### config.mk
export PLATFORM = sky130hd
export DESIGN_NAME = nibble_serial_add_ctrl_flat
export DESIGN_NICKNAME = d
export VERILOG_FILES = /design/src/rtl/nibble_serial_add_ctrl_if.sv /design/src/rtl/nibble_serial_add_ctrl.sv /design/src/flat_wrapper.sv
export SDC_FILE = /design/constraint.sdc
export NUM_CORES = 1
export LEC_CHECK = 0
export BUFFER_PORTS_ARGS = -buffer_cell sky130_fd_sc_hd__buf_2
export CAP_MARGIN = 5
export CORE_ASPECT_RATIO = 0.7
export CORE_MARGIN = 1
export CORE_UTILIZATION = 47
export CTS_CLUSTER_SIZE = 24
export DETAILED_ROUTE_END_ITERATION = 6
export HOLD_SLACK_MARGIN = 0.02
export PLACE_DENSITY = 0.74
export SYNTH_ARGS = -nofsm -noshare
export SYNTH_HDL_FRONTEND = slang
export SYNTH_SLANG_ARGS = --single-unit
### constraint.sdc
create_clock -name clk -period 1.8 [get_ports clk]
set_clock_uncertainty 0.2 [all_clocks]
set_input_delay 0.36 -clock clk [delete_from_list [all_inputs] [get_ports clk]]
set_output_delay 0.36 -clock clk [all_outputs]
set_load 0.1 [all_outputs]
### src/rtl/nibble_serial_add_ctrl_if.sv
//------------------------------------------------------------------------------
// nibble_serial_add_ctrl_if : requester handshake plus slice-adder bus
// Rev 1.0 - initial release
//------------------------------------------------------------------------------
`default_nettype none

interface nibble_serial_add_ctrl_if #(
  parameter int WIDTH = 16,
  parameter int SLICE = 4
);
  // Requester side
  logic             start;
  logic             op_sub;
  logic             cin_in;
  logic [WIDTH-1:0] op_a;
  logic [WIDTH-1:0] op_b;
  logic             ready;
  logic             busy;
  logic             done;
  logic [WIDTH-1:0] result;
  logic             cout;
  logic             ovf;
  // Slice adder side
  logic [SLICE-1:0] add_a;
  logic [SLICE-1:0] add_b;
  logic             add_cin;
  logic [SLICE-1:0] add_sum;
  logic             add_cout;

  modport master (
    output start, op_sub, cin_in, op_a, op_b,
    input  ready, busy, done, result, cout, ovf
  );

  modport slave (
    input  start, op_sub, cin_in, op_a, op_b, add_sum, add_cout,
    output ready, busy, done, result, cout, ovf, add_a, add_b, add_cin
  );

  modport adder (
    input  add_a, add_b, add_cin,
    output add_sum, add_cout
  );
endinterface

`default_nettype wire

### src/rtl/nibble_serial_add_ctrl.sv
//------------------------------------------------------------------------------
// nibble_serial_add_ctrl : WIDTH-bit add/sub sequenced over one shared SLICE adder
// Rev 1.0 - initial release
//------------------------------------------------------------------------------
`default_nettype none

module nibble_serial_add_ctrl #(
  parameter int WIDTH = 16,
  parameter int SLICE = 4
) (
  input  wire logic               clk,
  input  wire logic               rst_n,
  nibble_serial_add_ctrl_if.slave bus
);

  localparam int NSLICE = WIDTH / SLICE;
  localparam int CW     = (NSLICE > 1) ? $clog2(NSLICE) : 1;
  localparam logic [CW-1:0] C_LAST = CW'(NSLICE - 1);

  typedef enum logic [1:0] {
    S_IDLE = 2'd0,
    S_RUN  = 2'd1,
    S_DONE = 2'd2
  } state_t;

  state_t           r_state;
  state_t           w_next;
  logic [CW-1:0]    r_cnt;
  logic [WIDTH-1:0] r_a;
  logic [WIDTH-1:0] r_b;
  logic [WIDTH-1:0] r_result;
  logic             r_carry;
  logic             r_cout;
  logic             r_ovf;
  logic             w_accept;
  logic             w_last;

  assign w_accept = (r_state == S_IDLE) && bus.start;
  assign w_last   = (r_state == S_RUN) && (r_cnt == C_LAST);

  always_ff @(posedge clk or negedge rst_n) begin
    if (!rst_n) begin
      r_state <= S_IDLE;
    end else begin
      r_state <= w_next;
    end
  end

  always_comb begin
    w_next = r_state;
    case (r_state)
      S_IDLE:  if (bus.start) w_next = S_RUN;
      S_RUN:   if (w_last)    w_next = S_DONE;
      S_DONE:  w_next = S_IDLE;
      default: w_next = S_IDLE;
    endcase
  end

  always_ff @(posedge clk or negedge rst_n) begin
    if (!rst_n) begin
      r_cnt    <= '0;
      r_a      <= '0;
      r_b      <= '0;
      r_result <= '0;
      r_carry  <= 1'b0;
      r_cout   <= 1'b0;
      r_ovf    <= 1'b0;
    end else if (w_accept) begin
      r_a     <= bus.op_a;
      r_b     <= bus.op_sub ? ~bus.op_b : bus.op_b;
      r_carry <= bus.op_sub | bus.cin_in;
      r_cnt   <= '0;
    end else if (r_state == S_RUN) begin
      for (int i = 0; i < NSLICE; i++) begin
        if (r_cnt == CW'(i)) begin
          r_result[i*SLICE +: SLICE] <= bus.add_sum;
        end
      end
      r_carry <= bus.add_cout;
      r_cnt   <= r_cnt + CW'(1);
      // Top slice sum is the result MSB, so flags settle in the same edge as the result
      if (w_last) begin
        r_cout <= bus.add_cout;
        r_ovf  <= (r_a[WIDTH-1] == r_b[WIDTH-1]) &&
                  (bus.add_sum[SLICE-1] != r_a[WIDTH-1]);
      end
    end
  end

  always_comb begin
    bus.add_a   = '0;
    bus.add_b   = '0;
    bus.add_cin = 1'b0;
    if (r_state == S_RUN) begin
      bus.add_cin = r_carry;
      for (int i = 0; i < NSLICE; i++) begin
        if (r_cnt == CW'(i)) begin
          bus.add_a = r_a[i*SLICE +: SLICE];
          bus.add_b = r_b[i*SLICE +: SLICE];
        end
      end
    end
  end

  assign bus.ready  = (r_state == S_IDLE);
  assign bus.busy   = (r_state == S_RUN);
  assign bus.done   = (r_state == S_DONE);
  assign bus.result = r_result;
  assign bus.cout   = r_cout;
  assign bus.ovf    = r_ovf;

endmodule

`default_nettype wire

### src/flat_wrapper.sv
// flat-port wrapper written by rule: the top's interface ports become plain ports
module nibble_serial_add_ctrl_flat 
#(
  parameter int WIDTH = 16,
  parameter int SLICE = 4
)
  (clk, rst_n, bus_start, bus_op_sub, bus_cin_in, bus_op_a, bus_op_b, bus_add_sum, bus_add_cout, bus_ready, bus_busy, bus_done, bus_result, bus_cout, bus_ovf, bus_add_a, bus_add_b, bus_add_cin);
  nibble_serial_add_ctrl_if #(.WIDTH(WIDTH), .SLICE(SLICE)) bus_i ();
  input  wire logic clk;
  input  wire logic rst_n;
  input wire logic [$bits(bus_i.start)-1:0] bus_start;
  input wire logic [$bits(bus_i.op_sub)-1:0] bus_op_sub;
  input wire logic [$bits(bus_i.cin_in)-1:0] bus_cin_in;
  input wire logic [$bits(bus_i.op_a)-1:0] bus_op_a;
  input wire logic [$bits(bus_i.op_b)-1:0] bus_op_b;
  input wire logic [$bits(bus_i.add_sum)-1:0] bus_add_sum;
  input wire logic [$bits(bus_i.add_cout)-1:0] bus_add_cout;
  output wire logic [$bits(bus_i.ready)-1:0] bus_ready;
  output wire logic [$bits(bus_i.busy)-1:0] bus_busy;
  output wire logic [$bits(bus_i.done)-1:0] bus_done;
  output wire logic [$bits(bus_i.result)-1:0] bus_result;
  output wire logic [$bits(bus_i.cout)-1:0] bus_cout;
  output wire logic [$bits(bus_i.ovf)-1:0] bus_ovf;
  output wire logic [$bits(bus_i.add_a)-1:0] bus_add_a;
  output wire logic [$bits(bus_i.add_b)-1:0] bus_add_b;
  output wire logic [$bits(bus_i.add_cin)-1:0] bus_add_cin;
  assign bus_i.start = bus_start;
  assign bus_i.op_sub = bus_op_sub;
  assign bus_i.cin_in = bus_cin_in;
  assign bus_i.op_a = bus_op_a;
  assign bus_i.op_b = bus_op_b;
  assign bus_i.add_sum = bus_add_sum;
  assign bus_i.add_cout = bus_add_cout;
  assign bus_ready = bus_i.ready;
  assign bus_busy = bus_i.busy;
  assign bus_done = bus_i.done;
  assign bus_result = bus_i.result;
  assign bus_cout = bus_i.cout;
  assign bus_ovf = bus_i.ovf;
  assign bus_add_a = bus_i.add_a;
  assign bus_add_b = bus_i.add_b;
  assign bus_add_cin = bus_i.add_cin;
  nibble_serial_add_ctrl #(.WIDTH(WIDTH), .SLICE(SLICE)) u_core (.clk(clk), .rst_n(rst_n), .bus(bus_i));
endmodule
======== Yosys cells after proc, flatten, opt, wreduce, memory -nomap -nowiden ========
Cells that the tools add are included.
word-level totals
  bits in writable memories ............... 0
  latch bits .............................. 0
  memory bits (read-only) ................. 0
  logic and storage cells ................. 55
  memories kept ........................... 0
  output and inout bits ................... 30
  input port bits ......................... 42
  flip-flop bits (word level) ............. 55
operators by class
  shift-type cells ........................ 0
  $add $sub $neg .......................... 1
  muxes and demuxes ....................... 19
  order comparisons ....................... 0
  bitwise logic cells ..................... 3
  div/mod/pow operators ................... 0
  reductions and logical operators ........ 12
  $mul .................................... 0
  equality and inequality tests ........... 9
operators with widths
  kind                 number
  $mux 4               10
  $mux 16              1
  $not 16->16          1
  $reduce_and 3->1     5
  $mux 2               4
  $eq 2x2->1 const B   3
  $eq 2x1->1 const B   2
  $logic_not 2->1      2
  $pmux 2 s2           1
  $logic_and 1x1->1    3
  $mux 1               3
  $add 2x1->2 const B  1
  $ne 2x1->1 const B   1
  $ne 2x2->1 const B   1
  $reduce_and 2->1     1
  $reduce_bool 2->1    1
  $eq 1x1->1           1
  $ne 1x1->1           1
  $not 1->1            1
  $or 1x1->1           1

======== Depth between registers and ports, before layout ========
  word-level depth ........................ 6
  mapped depth ............................ 6
  depth with buffers taken out ............ 5

======== Worst setup path before layout ========
No wires, ideal clock.
  kind .................................... register to output
  start ................................... register u_core.r_cnt[0]
  end ..................................... output port bus_add_a[3]
  arrival ................................. 3.430 ns
  cell stages (with the launch flop) ...... 7
  data required time ...................... 1.240 ns
  path buffers ............................ 1
  slack ................................... -2.190 ns
  cell sequence ........................... dfrtp_1 > inv_1 > ha_1 > nor2b_1 > clkbuf_1 > a221oi_1 > o32ai_1
between the ends
  word-level cells in the longest chain between the ends .. 6
  elaborated cells between the ends (all ways) .. 9
  classes of those cells .................. eq/ne (3); mux (5); reduce/logical (1)
RTL lines
  element                 RTL line                      text
  start, declared         nibble_serial_add_ctrl.sv:28  logic [CW-1:0] r_cnt;
  start signal, assigned  nibble_serial_add_ctrl.sv:80  r_cnt <= r_cnt + CW'(1);
  $logic_not 2->1         nibble_serial_add_ctrl.sv:97  if (r_cnt == CW'(i)) begin
  $mux 4 (3 in a row)     nibble_serial_add_ctrl.sv:97
  $mux 4 (*)              nibble_serial_add_ctrl.sv:97
  $mux 4 (*)              nibble_serial_add_ctrl.sv:94  if (r_state == S_RUN) begin
  end, declared           flat_wrapper.sv:24            output wire logic [$bits(bus_i.add_a)-1:0] bus_add_a;
Every way passes the cells marked *; elsewhere a longest branch is shown, timed or not.

======== Worst setup path after layout ========
  start ................................... register u_core.r_cnt[0]
  end ..................................... output port bus_add_b[3]
between the ends
  word-level cells in the longest chain between the ends .. 6
  elaborated cells between the ends (all ways) .. 9
  classes of those cells .................. eq/ne (3); mux (5); reduce/logical (1)
RTL lines
  element              RTL line                      text
  $logic_not 2->1      nibble_serial_add_ctrl.sv:97
  $mux 4 (3 in a row)  nibble_serial_add_ctrl.sv:97
  $mux 4 (*)           nibble_serial_add_ctrl.sv:97
  $mux 4 (*)           nibble_serial_add_ctrl.sv:94
  end, declared        flat_wrapper.sv:25            output wire logic [$bits(bus_i.add_b)-1:0] bus_add_b;
Marks and branches as above.

==> report_table.html <==
<table>
<tr><th>Metric</th><th>Value</th></tr>
<tr><th colspan="2">Synth</th></tr>
<tr><td>Share of the synthesized area in the top cell type</td><td>0.540</td></tr>
<tr><td>Register bit total from synthesis</td><td>55</td></tr>
<tr><td>Fraction of synthesis flops using an asynchronous set or reset pin</td><td>1.00</td></tr>
<tr><td>Net count of the mapped netlist</td><td>297</td></tr>
<tr><td>Most frequent cells after synthesis</td><td>sky130_fd_sc_hd__nand2_1, sky130_fd_sc_hd__dfrtp_1, sky130_fd_sc_hd__mux2_2, sky130_fd_sc_hd__o21ai_1, sky130_fd_sc_hd__xnor2_1</td></tr>
<tr><td>Area leader, netlist</td><td>sky130_fd_sc_hd__dfrtp_1</td></tr>
<tr><td>Number of synthesized flops with an enable pin</td><td>0</td></tr>
<tr><td>Netlist cell types</td><td>27</td></tr>
<tr><td>Syn Inst Count</td><td>251</td></tr>
<tr><td>Top flip-flop cell by instance count after synthesis</td><td>sky130_fd_sc_hd__dfrtp_1</td></tr>
<tr><td>Warnings, synthesis</td><td>0</td></tr>
<tr><td>Average size of a mapped cell</td><td>10.2 um^2</td></tr>
<tr><td>Biggest area contributors in the synthesized netlist</td><td>sky130_fd_sc_hd__dfrtp_1, sky130_fd_sc_hd__nand2_1, sky130_fd_sc_hd__mux2_2</td></tr>
<tr><td>Sequential area share after synthesis</td><td>0.540</td></tr>
<tr><td>Count leader, synth</td><td>sky130_fd_sc_hd__nand2_1</td></tr>
<tr><td>Mapped Area</td><td>2550 um^2</td></tr>
<tr><th colspan="2">Route</th></tr>
<tr><td>Final wirelength</td><td>7.69 mm</td></tr>
<tr><td>Number of remaining DRC errors</td><td>0</td></tr>
<tr><td>Post-DR vias/cell</td><td>5.43</td></tr>
<tr><td>Post-DR wirelength/cell</td><td>18.1 um</td></tr>
<tr><td>Total via count in the routed design</td><td>2301</td></tr>
<tr><td>Drt pass-1 iters</td><td>4</td></tr>
<tr><td>Drt first-iter violations</td><td>190</td></tr>
<tr><td>Residual antenna-violating net count after detailed routing</td><td>0</td></tr>
<tr><th colspan="2">Clock tree</th></tr>
<tr><td>Total number of clock tree sinks</td><td>55</td></tr>
<tr><td>Count of H-tree levels built during CTS</td><td>2</td></tr>
<tr><td>Num CTS Buffers</td><td>5</td></tr>
<tr><td>Clock latency reported for the late side of the worst-skew pair</td><td>0.32 ns</td></tr>
<tr><td>Cell chosen for the clock root</td><td>sky130_fd_sc_hd__clkbuf_8</td></tr>
<tr><td>Worst-case clock buffer depth</td><td>2</td></tr>
<tr><td>Clock transition at the registers of the reported paths</td><td>0.10 ns</td></tr>
<tr><td>Clock tree from TritonCTS</td><td>yes</td></tr>
<tr><th colspan="2">Hold path</th></tr>
<tr><td>Type of the tightest min-delay check</td><td>in2reg</td></tr>
<tr><td>Destination of the worst hold path</td><td>u_core.r_a[15]</td></tr>
<tr><td>Worst hold stages</td><td>3</td></tr>
<tr><td>Hold Path Origin</td><td>bus_op_a[15]</td></tr>
<tr><th colspan="2">STA</th></tr>
<tr><td>Final worst slack</td><td>-0.720 ns</td></tr>
<tr><td>Post-route clock period utilization</td><td>1.40</td></tr>
<tr><td>Minimum clock period after layout</td><td>2.52 ns</td></tr>
<tr><td>Number of endpoints failing setup at the final stage</td><td>19</td></tr>
<tr><td>Hold violation count in the final report</td><td>0</td></tr>
<tr><td>Minimum hold slack</td><td>0.0265 ns</td></tr>
<tr><td>Worst slew margin relative to its limit</td><td>0.672</td></tr>
<tr><td>Pin slew with the least headroom to its limit</td><td>0.492 ns</td></tr>
<tr><td>Fmax</td><td>0.397 GHz</td></tr>
<tr><td>Final-report max-slew violation count</td><td>0</td></tr>
<tr><td>Unrepaired setup endpoints after global routing</td><td>true</td></tr>
<tr><th colspan="2">Cells and area</th></tr>
<tr><td>Number of nets in the finished design</td><td>397</td></tr>
<tr><td>Filler Cell Count</td><td>291</td></tr>
<tr><td>Combined area of the multi-input logic cells</td><td>1480 um^2</td></tr>
<tr><td>Share of layout cells above drive strength 1</td><td>0.491</td></tr>
<tr><td>N_diodes</td><td>0</td></tr>
<tr><td>FF/Latch Area</td><td>1380 um^2</td></tr>
<tr><td>Synth-to-Final Area Change</td><td>57.8%</td></tr>
<tr><th colspan="2">Floorplan</th></tr>
<tr><td>Die Span Y</td><td>63.6 um</td></tr>
<tr><td>Floorplan die area</td><td>5730 um^2</td></tr>
<tr><td>Ports</td><td>72</td></tr>
<tr><td>Horizontal die dimension</td><td>90.0 um</td></tr>
<tr><td>Area of the core region</td><td>5230 um^2</td></tr>
<tr><td>Effective utilization at floorplan</td><td>0.487</td></tr>
<tr><td>Standard-cell rows</td><td>22</td></tr>
<tr><th colspan="2">Worst setup path</th></tr>
<tr><td>Startpoint kind of the worst setup timing path</td><td>register</td></tr>
<tr><td>Data arrival time of the critical path</td><td>1.96 ns</td></tr>
<tr><td>Class of the most critical setup path</td><td>reg2out</td></tr>
<tr><td>Kind of end point of the critical path</td><td>output pin</td></tr>
<tr><td>Worst R2R Path Depth</td><td>7</td></tr>
<tr><td>RR Endpoint</td><td>u_core.bus.result[12]</td></tr>
<tr><td>Maximum net fanout on the critical path</td><td>5</td></tr>
<tr><td>Worst R2R Start</td><td>u_core.r_cnt[1]</td></tr>
<tr><td>R2R Setup Slk</td><td>-0.10 ns</td></tr>
<tr><td>Required time reported for the critical path endpoint</td><td>1.24 ns</td></tr>
<tr><th colspan="2">Placement</th></tr>
<tr><td>Number of buffer cells added on primary ports</td><td>71</td></tr>
<tr><td>Final weighted congestion in routability-driven placement</td><td>0.762</td></tr>
<tr><td>Detail Placement HPWL</td><td>4.37 mm</td></tr>
<tr><th colspan="2">Job</th></tr>
<tr><td>Reported max-cap violation count</td><td>0</td></tr>
<tr><th colspan="2">Global routing</th></tr>
<tr><td>Aggregate global routing overflow</td><td>0</td></tr>
<tr><td>Wire length of the first global-routing pass</td><td>11.7 mm</td></tr>
<tr><td>Number of global-route vias before repair</td><td>2318</td></tr>
<tr><td>Largest net degree at the start of global routing</td><td>56</td></tr>
<tr><td>Total routing usage reported by global routing</td><td>0.268</td></tr>
<tr><td>Antenna violations before repair</td><td>0</td></tr>
<tr><th colspan="2">Run status</th></tr>
<tr><td>Run status</td><td>finished with violations</td></tr>
<tr><td>Violated checks</td><td>negative setup slack</td></tr>
</table>
metrics by stage:
stage / instances / utilization / cell area (um^2) / worst slack, ns / TNS [ns]
floorplan: 251 / - / 2820 / -0.626 / -5.13
global placement: 398 / 0.667 / 3490 / -0.282 / -2.69
CTS: 419 / 0.739 / 3870 / -0.685 / -6.67
global route: 424 / 0.769 / 4020 / -0.774 / -6.80
detailed placement: 398 / 0.667 / 3490 / -0.331 / -3.24
finish: 424 / 0.769 / 4020 / -0.720 / -6.07
flip-flops by register name (all words and copies together), names as in the netlist:
| signal | flops |
|---|---|
| u_core.r_carry | 1 |
| u_core.r_cnt | 2 |
| u_core.bus.cout | 1 |
| u_core.bus.ovf | 1 |
| u_core.bus.result | 16 |
| u_core.r_a | 16 |
| u_core.r_state | 2 |
| u_core.r_b | 16 |
routing by layer:
| metal | vias to the layer above | GRT usage | share of wire |
|---|---|---|---|
| li1 | 1043 | - | - |
| met2 | 102 | 0.427 | 0.48 |
| met4 | 0 | 0.0726 | 0.020 |
| met3 | 21 | 0.0797 | 0.060 |
| met1 | 1135 | 0.357 | 0.44 |
| met5 | - | 0 | 0 |
critical path: stages, from the launching register on:
cell,delay (ns)
sky130_fd_sc_hd__dfrtp_2,0.47
sky130_fd_sc_hd__inv_4,0.08
sky130_fd_sc_hd__buf_4,0.13
sky130_fd_sc_hd__ha_4,0.21
sky130_fd_sc_hd__buf_6,0.16
sky130_fd_sc_hd__a221oi_4,0.05
sky130_fd_sc_hd__o32ai_4,0.32
sky130_fd_sc_hd__buf_12,0.21
cell type report:
cell class | instances | area share
tap | 72 | 0.0224
timing repair buffer | 108 | 0.232
clock buffer | 5 | 0.0171
sequential | 55 | 0.343
timing repair inverter | 1 | 0.00218
multi-input combinational | 175 | 0.367
inverter | 5 | 0.0103
clock inverter | 3 | 0.00560
placed cells by master, fill, tap and decap left out, drive strengths merged:
cell type and count:
o31ai 7, clkinv 3, and2 1, o32ai 2, a221oi 8, dfrtp 55, nor3b 1, clkbuf 5
nand2b 1, nand3b 1, mux2 17, or3b 1, xnor2 16, nor2b 3, nand2 72, inv 6
dlygate4sd3 4, ha 4, and3b 1, o21ai 28, buf 104, nor2 2, a21oi 1, nand3 9
how the worst max path moves through the flow:
stage                     from           end  slack, ns  cells after the start
2_1_floorplan  u_core.r_cnt[0]  bus_add_a[0]      -0.63                      6
3_3_place_gp   u_core.r_cnt[1]  bus_add_a[3]      -0.28                      6
3_5_place_dp   u_core.r_cnt[1]  bus_add_a[3]      -0.33                      6
4_1_cts        u_core.r_cnt[0]  bus_add_b[3]      -0.68                      7
5_1_grt        u_core.r_cnt[0]  bus_add_b[3]      -0.77                      7
6_report       u_core.r_cnt[0]  bus_add_b[3]      -0.72                      7
logic make-up (layout without fill, tap and decap cells):
group / Yosys count / in the layout / synth area share
simple gates: 92 / 92 / 0.155
flops: 55 / 55 / 0.540
compound gates: 46 / 46 / 0.112
buf+inv: 21 / 122 / 0.0437
mux: 17 / 17 / 0.0751
xor+xnor: 16 / 16 / 0.0550
fa+ha+maj: 4 / 4 / 0.0196
what timing repair did:
action,4_1_cts,5_1_grt
buffers inserted,7,7
pin swaps,5,16
gates resized for setup,26,29
hold buffers,4,0
hold endpoints to repair,58,0
endpoints found under the setup margin,21,28
cloned,2,0
Power is left out: the tool's default activity adds up to more than one toggle a clock period on the data nets, which glitch-free logic cannot reach.
